==> src/rtl/fft_pkg.sv <==
// Shared constants, state encoding and helpers for the FFT output serializer.
// The FFT_OUT_DBUF_EN build option is handled in fft_out_serializer.sv.
package fft_pkg;

  localparam int FRAME_LEN = 8;
  localparam int IDX_W     = 3;

  typedef enum logic {
    IDLE   = 1'b0,
    STREAM = 1'b1
  } state_t;

  function automatic int dw(input int n);
    return 2 ** n;
  endfunction

  // Bins 0 and N/2 of a real-input FFT carry no imaginary part.
  function automatic logic is_real_bin(input int k);
    return (k == 0) || (k == FRAME_LEN / 2);
  endfunction

endpackage

==> src/rtl/fft_out_serializer_if.sv <==
// Frame-in / sample-out bus of the FFT output serializer.
// master is the serializer side, slave is the stage-3 source plus sample sink.
interface fft_out_serializer_if
  import fft_pkg::*;
#(
  parameter int N = 4
);

  logic                in_valid;
  logic                in_ready;
  logic [dw(N)-1:0]    y0, y4;
  logic [dw(N)-1:0]    yr1, yi1, yr2, yi2, yr3, yi3;
  logic [dw(N)-1:0]    yr5, yi5, yr6, yi6, yr7, yi7;

  logic                out_valid;
  logic                out_ready;
  logic [dw(N)-1:0]    out_re;
  logic [dw(N)-1:0]    out_im;
  logic [IDX_W-1:0]    out_idx;
  logic                out_last;

  modport master (
    input  in_valid, y0, y4, yr1, yi1, yr2, yi2, yr3, yi3,
           yr5, yi5, yr6, yi6, yr7, yi7, out_ready,
    output in_ready, out_valid, out_re, out_im, out_idx, out_last
  );

  modport slave (
    output in_valid, y0, y4, yr1, yi1, yr2, yi2, yr3, yi3,
           yr5, yi5, yr6, yi6, yr7, yi7, out_ready,
    input  in_ready, out_valid, out_re, out_im, out_idx, out_last
  );

endinterface

==> src/rtl/fft_frame_buf.sv <==
// One 8-bin frame register bank (14 live words) with load strobe, async clear
// and a bin-indexed read mux that returns zero imag for the real-only bins.
module fft_frame_buf
  import fft_pkg::*;
#(
  parameter int W = 16
) (
  input  logic                          clk,
  input  logic                          clr_n,
  input  logic                          load,
  input  logic [FRAME_LEN-1:0][W-1:0]   re_d,
  input  logic [FRAME_LEN-1:0][W-1:0]   im_d,
  input  logic [IDX_W-1:0]              idx,
  output logic [FRAME_LEN-1:0][W-1:0]   re_q,
  output logic [FRAME_LEN-1:0][W-1:0]   im_q,
  output logic [W-1:0]                  re,
  output logic [W-1:0]                  im
);

  // NOTE: this is a small register bank, not a RAM, so it takes the async
  // clear; a reset mid-stream therefore zeroes out_re/out_im immediately.
  always_ff @(posedge clk or negedge clr_n) begin
    if (!clr_n) begin
      re_q <= '0;
      im_q <= '0;
    end else if (load) begin
      for (int k = 0; k < FRAME_LEN; k++) begin
        re_q[k] <= re_d[k];
        im_q[k] <= is_real_bin(k) ? '0 : im_d[k];
      end
    end
  end

  assign re = re_q[idx];
  assign im = im_q[idx];

endmodule

==> src/rtl/fft_out_serializer.sv <==
// Serializes one parallel 8-point FFT result frame into 8 complex samples, k=0..7.
// Define FFT_OUT_DBUF_EN to add a shadow frame buffer for back-to-back frames.
module fft_out_serializer
  import fft_pkg::*;
#(
  parameter int N = 4
) (
  input logic                  clk,
  input logic                  rst,
  fft_out_serializer_if.master bus
);

  localparam int W = dw(N);

  logic [FRAME_LEN-1:0][W-1:0] in_re, in_im;
  logic [FRAME_LEN-1:0][W-1:0] pri_re_d, pri_im_d, pri_re_all, pri_im_all;
  logic [W-1:0]                pri_re, pri_im;

  state_t           state;
  logic [IDX_W-1:0] idx;
  logic             out_valid_q, out_last_q;
  logic             accept, beat, last_beat, pri_load, next_frame;
  logic             unused_pri;

  assign in_re = {bus.yr7, bus.yr6, bus.yr5, bus.y4, bus.yr3, bus.yr2, bus.yr1, bus.y0};
  assign in_im = {bus.yi7, bus.yi6, bus.yi5, {W{1'b0}}, bus.yi3, bus.yi2, bus.yi1, {W{1'b0}}};

  assign accept    = bus.in_valid && bus.in_ready;
  assign beat      = out_valid_q && bus.out_ready;
  assign last_beat = beat && (idx == IDX_W'(FRAME_LEN - 1));

`ifdef FFT_OUT_DBUF_EN
  logic                        shadow_full, sh_load, swap;
  logic [FRAME_LEN-1:0][W-1:0] sh_re_all, sh_im_all;
  logic [W-1:0]                sh_re_sel, sh_im_sel;
  logic                        unused_sh;

  // A frame arriving mid-stream parks in the shadow bank; one arriving on the
  // final beat can go straight to the primary bank since it frees that edge.
  assign swap       = last_beat && shadow_full;
  assign sh_load    = accept && (state == STREAM) && !last_beat;
  assign pri_load   = (accept && ((state == IDLE) || last_beat)) || swap;
  assign pri_re_d   = swap ? sh_re_all : in_re;
  assign pri_im_d   = swap ? sh_im_all : in_im;
  assign next_frame = swap || accept;
  assign bus.in_ready = rst && !shadow_full;
  assign unused_sh  = ^{sh_re_sel, sh_im_sel};

  always_ff @(posedge clk or negedge rst) begin
    if (!rst) begin
      shadow_full <= 1'b0;
    end else if (sh_load) begin
      shadow_full <= 1'b1;
    end else if (swap) begin
      shadow_full <= 1'b0;
    end
  end

  fft_frame_buf #(.W(W)) u_shadow (
    .clk   (clk),
    .clr_n (rst),
    .load  (sh_load),
    .re_d  (in_re),
    .im_d  (in_im),
    .idx   ('0),
    .re_q  (sh_re_all),
    .im_q  (sh_im_all),
    .re    (sh_re_sel),
    .im    (sh_im_sel)
  );
`else
  assign pri_load   = accept;
  assign pri_re_d   = in_re;
  assign pri_im_d   = in_im;
  assign next_frame = 1'b0;
  assign bus.in_ready = rst && (state == IDLE);
`endif

  fft_frame_buf #(.W(W)) u_primary (
    .clk   (clk),
    .clr_n (rst),
    .load  (pri_load),
    .re_d  (pri_re_d),
    .im_d  (pri_im_d),
    .idx   (idx),
    .re_q  (pri_re_all),
    .im_q  (pri_im_all),
    .re    (pri_re),
    .im    (pri_im)
  );

  assign unused_pri = ^{pri_re_all, pri_im_all};

  // NOTE: all state updates use non-blocking assignments so every register
  // samples pre-edge values, regardless of statement order in this block.
  always_ff @(posedge clk or negedge rst) begin
    if (!rst) begin
      state       <= IDLE;
      idx         <= '0;
      out_valid_q <= 1'b0;
      out_last_q  <= 1'b0;
    end else begin
      unique case (state)
        IDLE: begin
          if (accept) begin
            state       <= STREAM;
            idx         <= '0;
            out_valid_q <= 1'b1;
            out_last_q  <= 1'b0;
          end
        end
        STREAM: begin
          if (last_beat) begin
            idx        <= '0;
            out_last_q <= 1'b0;
            if (!next_frame) begin
              state       <= IDLE;
              out_valid_q <= 1'b0;
            end
          end else if (beat) begin
            idx        <= idx + IDX_W'(1);
            out_last_q <= (idx == IDX_W'(FRAME_LEN - 2));
          end
        end
        default: begin
          state       <= IDLE;
          out_valid_q <= 1'b0;
        end
      endcase
    end
  end

  assign bus.out_valid = out_valid_q;
  assign bus.out_last  = out_last_q;
  assign bus.out_idx   = idx;
  assign bus.out_re    = pri_re;
  assign bus.out_im    = pri_im;

endmodule

==> src/flat_wrapper.sv <==
// flat-port wrapper written by rule: the top's interface ports become plain ports
module fft_out_serializer_flat import fft_pkg::*;
#(
  parameter int N = 4
)
  (clk, rst, bus_in_valid, bus_y0, bus_y4, bus_yr1, bus_yi1, bus_yr2, bus_yi2, bus_yr3, bus_yi3, bus_yr5, bus_yi5, bus_yr6, bus_yi6, bus_yr7, bus_yi7, bus_out_ready, bus_in_ready, bus_out_valid, bus_out_re, bus_out_im, bus_out_idx, bus_out_last);
  fft_out_serializer_if #(.N(N)) bus_i ();
  input logic clk;
  input logic rst;
  input wire logic [$bits(bus_i.in_valid)-1:0] bus_in_valid;
  input wire logic [$bits(bus_i.y0)-1:0] bus_y0;
  input wire logic [$bits(bus_i.y4)-1:0] bus_y4;
  input wire logic [$bits(bus_i.yr1)-1:0] bus_yr1;
  input wire logic [$bits(bus_i.yi1)-1:0] bus_yi1;
  input wire logic [$bits(bus_i.yr2)-1:0] bus_yr2;
  input wire logic [$bits(bus_i.yi2)-1:0] bus_yi2;
  input wire logic [$bits(bus_i.yr3)-1:0] bus_yr3;
  input wire logic [$bits(bus_i.yi3)-1:0] bus_yi3;
  input wire logic [$bits(bus_i.yr5)-1:0] bus_yr5;
  input wire logic [$bits(bus_i.yi5)-1:0] bus_yi5;
  input wire logic [$bits(bus_i.yr6)-1:0] bus_yr6;
  input wire logic [$bits(bus_i.yi6)-1:0] bus_yi6;
  input wire logic [$bits(bus_i.yr7)-1:0] bus_yr7;
  input wire logic [$bits(bus_i.yi7)-1:0] bus_yi7;
  input wire logic [$bits(bus_i.out_ready)-1:0] bus_out_ready;
  output wire logic [$bits(bus_i.in_ready)-1:0] bus_in_ready;
  output wire logic [$bits(bus_i.out_valid)-1:0] bus_out_valid;
  output wire logic [$bits(bus_i.out_re)-1:0] bus_out_re;
  output wire logic [$bits(bus_i.out_im)-1:0] bus_out_im;
  output wire logic [$bits(bus_i.out_idx)-1:0] bus_out_idx;
  output wire logic [$bits(bus_i.out_last)-1:0] bus_out_last;
  assign bus_i.in_valid = bus_in_valid;
  assign bus_i.y0 = bus_y0;
  assign bus_i.y4 = bus_y4;
  assign bus_i.yr1 = bus_yr1;
  assign bus_i.yi1 = bus_yi1;
  assign bus_i.yr2 = bus_yr2;
  assign bus_i.yi2 = bus_yi2;
  assign bus_i.yr3 = bus_yr3;
  assign bus_i.yi3 = bus_yi3;
  assign bus_i.yr5 = bus_yr5;
  assign bus_i.yi5 = bus_yi5;
  assign bus_i.yr6 = bus_yr6;
  assign bus_i.yi6 = bus_yi6;
  assign bus_i.yr7 = bus_yr7;
  assign bus_i.yi7 = bus_yi7;
  assign bus_i.out_ready = bus_out_ready;
  assign bus_in_ready = bus_i.in_ready;
  assign bus_out_valid = bus_i.out_valid;
  assign bus_out_re = bus_i.out_re;
  assign bus_out_im = bus_i.out_im;
  assign bus_out_idx = bus_i.out_idx;
  assign bus_out_last = bus_i.out_last;
  fft_out_serializer #(.N(N)) u_core (.clk(clk), .rst(rst), .bus(bus_i));
endmodule
==> config.mk <==
export PLATFORM = sky130hd
export DESIGN_NAME = fft_out_serializer_flat
export DESIGN_NICKNAME = d
export VERILOG_FILES = /design/src/rtl/fft_pkg.sv /design/src/rtl/fft_out_serializer_if.sv /design/src/rtl/fft_frame_buf.sv /design/src/rtl/fft_out_serializer.sv /design/src/flat_wrapper.sv
export SDC_FILE = /design/constraint.sdc
export NUM_CORES = 1
export LEC_CHECK = 0
export BUFFER_PORTS_ARGS = -buffer_cell sky130_fd_sc_hd__buf_4
export CORE_MARGIN = 8
export CORE_UTILIZATION = 40
export CTS_CLUSTER_DIAMETER = 60
export DETAILED_ROUTE_END_ITERATION = 16
export SYNTH_ARGS = -nofsm -noshare
export SYNTH_HDL_FRONTEND = slang
export SYNTH_SLANG_ARGS = --single-unit
==> constraint.sdc <==
create_clock -name clk -period 2.5 [get_ports clk]
set_clock_uncertainty 0.1 [all_clocks]
set_input_delay 0.375 -clock clk [delete_from_list [all_inputs] [get_ports clk]]
set_output_delay 0.375 -clock clk [all_outputs]
set_load 0.005 [all_outputs]
==> results.md <==
- The flow ran to the end, but the final reports show violations.
- The checks that failed: negative setup slack.
- In this run the tightest slew margin relative to its limit is 46.7%.
- The routability congestion estimate is 0.767.
- The initial utilization of the core area, before any placement, comes to 40.5%.
- The classification of the worst setup path is reg -> out.
- The total of buffers placed on input and output ports is 265.
- The number of non-filler instances in the completed layout is 1511.
- The chip width is 178 um.
- The instance count along the most critical hold path is 2.
- Data on the critical path is required at its endpoint by 2.03 ns.
- In this run, distinct cell masters in the synthesized netlist total 25.
- The first global-routing pass estimated 48400 um of wire.
- The mean instance size in the synthesized netlist is 16.2 um^2.
- The path class of the tightest hold or removal check is in -> reg.
- In this run the critical register-to-register path is captured at u_core.u_primary.im_q[86].
- The final antenna-violating net count is 0.
- The initial antenna violation count is 1.
- The power density relative to cell area is 1100 mW/mm^2.
- For this run, the number of Yosys warnings is 0.
- The number of standard cells after synthesis is 649.
- The share of cell area taken by muxes after synthesis is 38.2%.
- For this run, the register share of the synthesized area comes to 54.8%.
- The maximum achievable frequency is 371 MHz.
- Clock tree synthesis found a total of 230 sinks.
- The routed design could run at a clock period as short as 2.70 ns.
- The instance area after placement is 0.0129 mm^2.
- The clock transition at the register clock pins on the worst setup and hold paths after CTS is 0.06 ns.
- Setup repair after global routing could not meet its margin everywhere.
- The synthesized netlist devotes 2.42% of its cell area to compound gates.
- The number of I/O pins is 266.
- The worst setup path is captured at a primary output.
- After detailed routing, the number of remaining DRC violations is 0.
- The aggregate global routing overflow is 0.
- The worst register-to-register path has a depth of 4.
- The maximum number of pins on one net before global-route repair is 60.
- The final-stage net count is 1385.
- Timing analysis after detailed placement gives a worst setup slack of 0.195 ns.
- The post-synthesis share of cell area spent on xor and xnor gates is 0%.
- The library cells used most frequently in the layout, excluding fill and tap cells, are buf_4 (275), mux2_2 (234), dfrtp_1 (228).
- The adder-cell share of the synthesized area is 0.358%.
- The setup slack of the most critical reg-to-reg path is 0.54 ns.
- After legalization and detailed placement, the total HPWL measured 20800 um.
- The relative area change from synthesis to final layout is 54.0%.
- Once routing completed, OpenROAD measured the worst setup slack at -0.199 ns.
- Data arrives at the worst endpoint at 2.22 ns.
- After Yosys synthesis, and, or, nand and nor cells account for 0.656% of the synthesized area.
- After routing the design area is 0.0162 mm^2.
- The average vias per placed instance is 4.97.
- Once placement completed, the tool counted placed cells totaling 1231.
- After synthesis, the largest family of logic cells by area is multiplexers.
- Leaving out fill and tap cells, the most frequent cell in the layout is buf_4.
- The largest vdd supply drop is 617 uV.
- The clock tree from TritonCTS is built.
- After detailed routing, the total wire length is 31100 um.
- The final setup violation count is 32.
- At the later pin of the worst-skew pair, clock insertion delay measures 0.52 ns.
- In this run the critical register-to-register path is launched from u_core.state.
- The level count of the clock H-tree is 1.
- After floorplanning, the core was sized to cover 0.0259 mm^2.
- The all-layer global routing usage is 19.5%.
- The vertical extent of the die is 178 um.
- The die outline area is 0.0317 mm^2.
- The via count of the first global-routing pass was 8554.
- Dividing the detail-routed wire length by the instance count gives 20.6 um.
- The final max-slew violation count is 0.
- The max capacitance violation total is 0.
- Detailed routing inserted a total of 7506 vias.
- The longest clock path from root to sink contains 3 buffers.
- The number of DRC markers after the initial detailed-route iteration is 492.
- The root buffer cell chosen for the clock tree is clkbuf_16.
- The startpoint kind of the worst setup timing path is a register.
- The start point of the worst hold path is bus_yr6[0].
- Of the cells placed in the final design, the portion with a size suffix greater than 1 is 51.5%.
- The count of endpoints failing hold in the final timing report was 0.
- The number of optimization iterations in the first detailed-route pass is 4.
- The cell area after technology mapping is 0.0105 mm^2.
- In this run the static leakage power is 7.14 nW.
- Synthesis inferred 230 register bits.
- In the finished design, the share of the clock period the worst path needs comes to 108%.
- Of all nets on the critical path, the largest fanout is 14.
- The overall power consumption is 17.8 mW.
- The number of clock buffers inserted by TritonCTS is 27.
- The synthesized net count is 880.
- The hold-critical path endpoint is u_core.u_primary.re_q[96].
- The actual transition at the worst max-transition pin is 0.800 ns.
- The initialized floorplan defines 59 standard-cell rows.
## worst max-delay path, stage by stage, from the launching register on
cell     delay (ns)
dfrtp_2        0.44
buf_12         0.20
mux4_1         0.62
mux2_2         0.29
buf_4          0.14
## repair_timing
| item | 4_1_cts | 5_1_grt |
|---|---|---|
| gates resized for setup | 15 | 13 |
| endpoints found under the setup margin | 32 | 32 |
| hold buffers | 225 | 0 |
| cloned | 1 | 0 |
| endpoints found under the hold margin | 306 | 0 |
| setup buffers | 4 | 0 |
| pin swaps | 0 | 0 |
## final cells by class
class,count,area (um^2)
Timing Repair Buffer,520,4650
Clock buffer,35,756
Antenna cell,2,5.00
Sequential cell,230,5760
Fill cell,1917,9750
Multi-Input combinational cell,373,4350
Inverter,2,7.51
Tap cell,335,419
Clock inverter,14,208
## where the power goes
part	internal (mW)	switching, mW
registers	5.60	1.04
logic	4.40	2.55
clock network	2.64	1.56
## worst max path at each step
| stage | startpoint | to | cells after the start |
|---|---|---|---|
| 2_1_floorplan | u_core.bus.out_idx[0] | bus_out_re[10] | 4 |
| 5_1_grt | u_core.bus.out_idx[0] | bus_out_re[9] | 4 |
| 3_5_place_dp | u_core.bus.out_idx[2] | bus_out_re[13] | 4 |
| 3_3_place_gp | u_core.bus.out_idx[2] | bus_out_re[13] | 4 |
| 6_report | u_core.bus.out_idx[0] | bus_out_re[8] | 4 |
| 4_1_cts | u_core.bus.out_idx[0] | bus_out_re[12] | 5 |
## cell usage after synthesis
cell | instances | area share (%)
buf_2 | 18 | 0.86
buf_6 | 19 | 2.0
buf_1 | 1 | 0.036
buf_12 | 1 | 0.19
clkbuf_1 | 4 | 0.14
mux4_1 | 26 | 6.5
inv_1 | 2 | 0.072
and3b_1 | 1 | 0.083
mux4_2 | 6 | 1.3
mux2i_1 | 48 | 4.6
o21ai_0 | 15 | 0.72
buf_8 | 1 | 0.14
and4b_1 | 1 | 0.095
o21ai_1 | 1 | 0.048
nand2_1 | 7 | 0.25
or2b_1 | 1 | 0.072
mux2_2 | 241 | 26
a31oi_1 | 1 | 0.060
dfrtp_1 | 230 | 55
nor2b_1 | 1 | 0.060
a32o_1 | 1 | 0.095
a22o_1 | 2 | 0.17
o22a_1 | 16 | 1.3
ha_1 | 3 | 0.36
nand3_1 | 2 | 0.095
## metal layers
layer	track usage, %	share of wire [%]	vias up
li1	-	-	3442
met1	24.9	42	3761
met2	33.0	49	243
met3	3.90	6.1	60
met4	5.97	3.0	0
met5	0	0	-
## cells by family (layout without fill, tap and decap cells)
logic type | Yosys count | after routing
adders and majority gates | 3 | 3
and+or+nand+nor | 13 | 13
DFF | 230 | 230
AOI/OAI and AO/OA | 36 | 36
buffers and inverters | 46 | 571
other | 0 | 2
muxes | 321 | 321
## sequential cells by signal (all words and copies together), names as in the netlist
signal                 flops
u_core.bus.out_idx         3
u_core.bus.out_last        1
u_core.bus.out_valid       1
u_core.state               1
u_core.u_primary.im_q     96
u_core.u_primary.re_q    128
## stage by stage
step / utilization (%) / hold slack, ns / setup TNS (ns)
floorplan: - / -0.0206 / 0
finish: 62.4 / 0.0247 / -3.41
global placement: 49.8 / 0.111 / 0
detailed placement: 49.8 / 0.112 / 0
global route: 62.4 / 0.00547 / -6.38
CTS: 62.4 / 0.000637 / -5.71
Note: power is estimated with default switching activity, not from simulation.
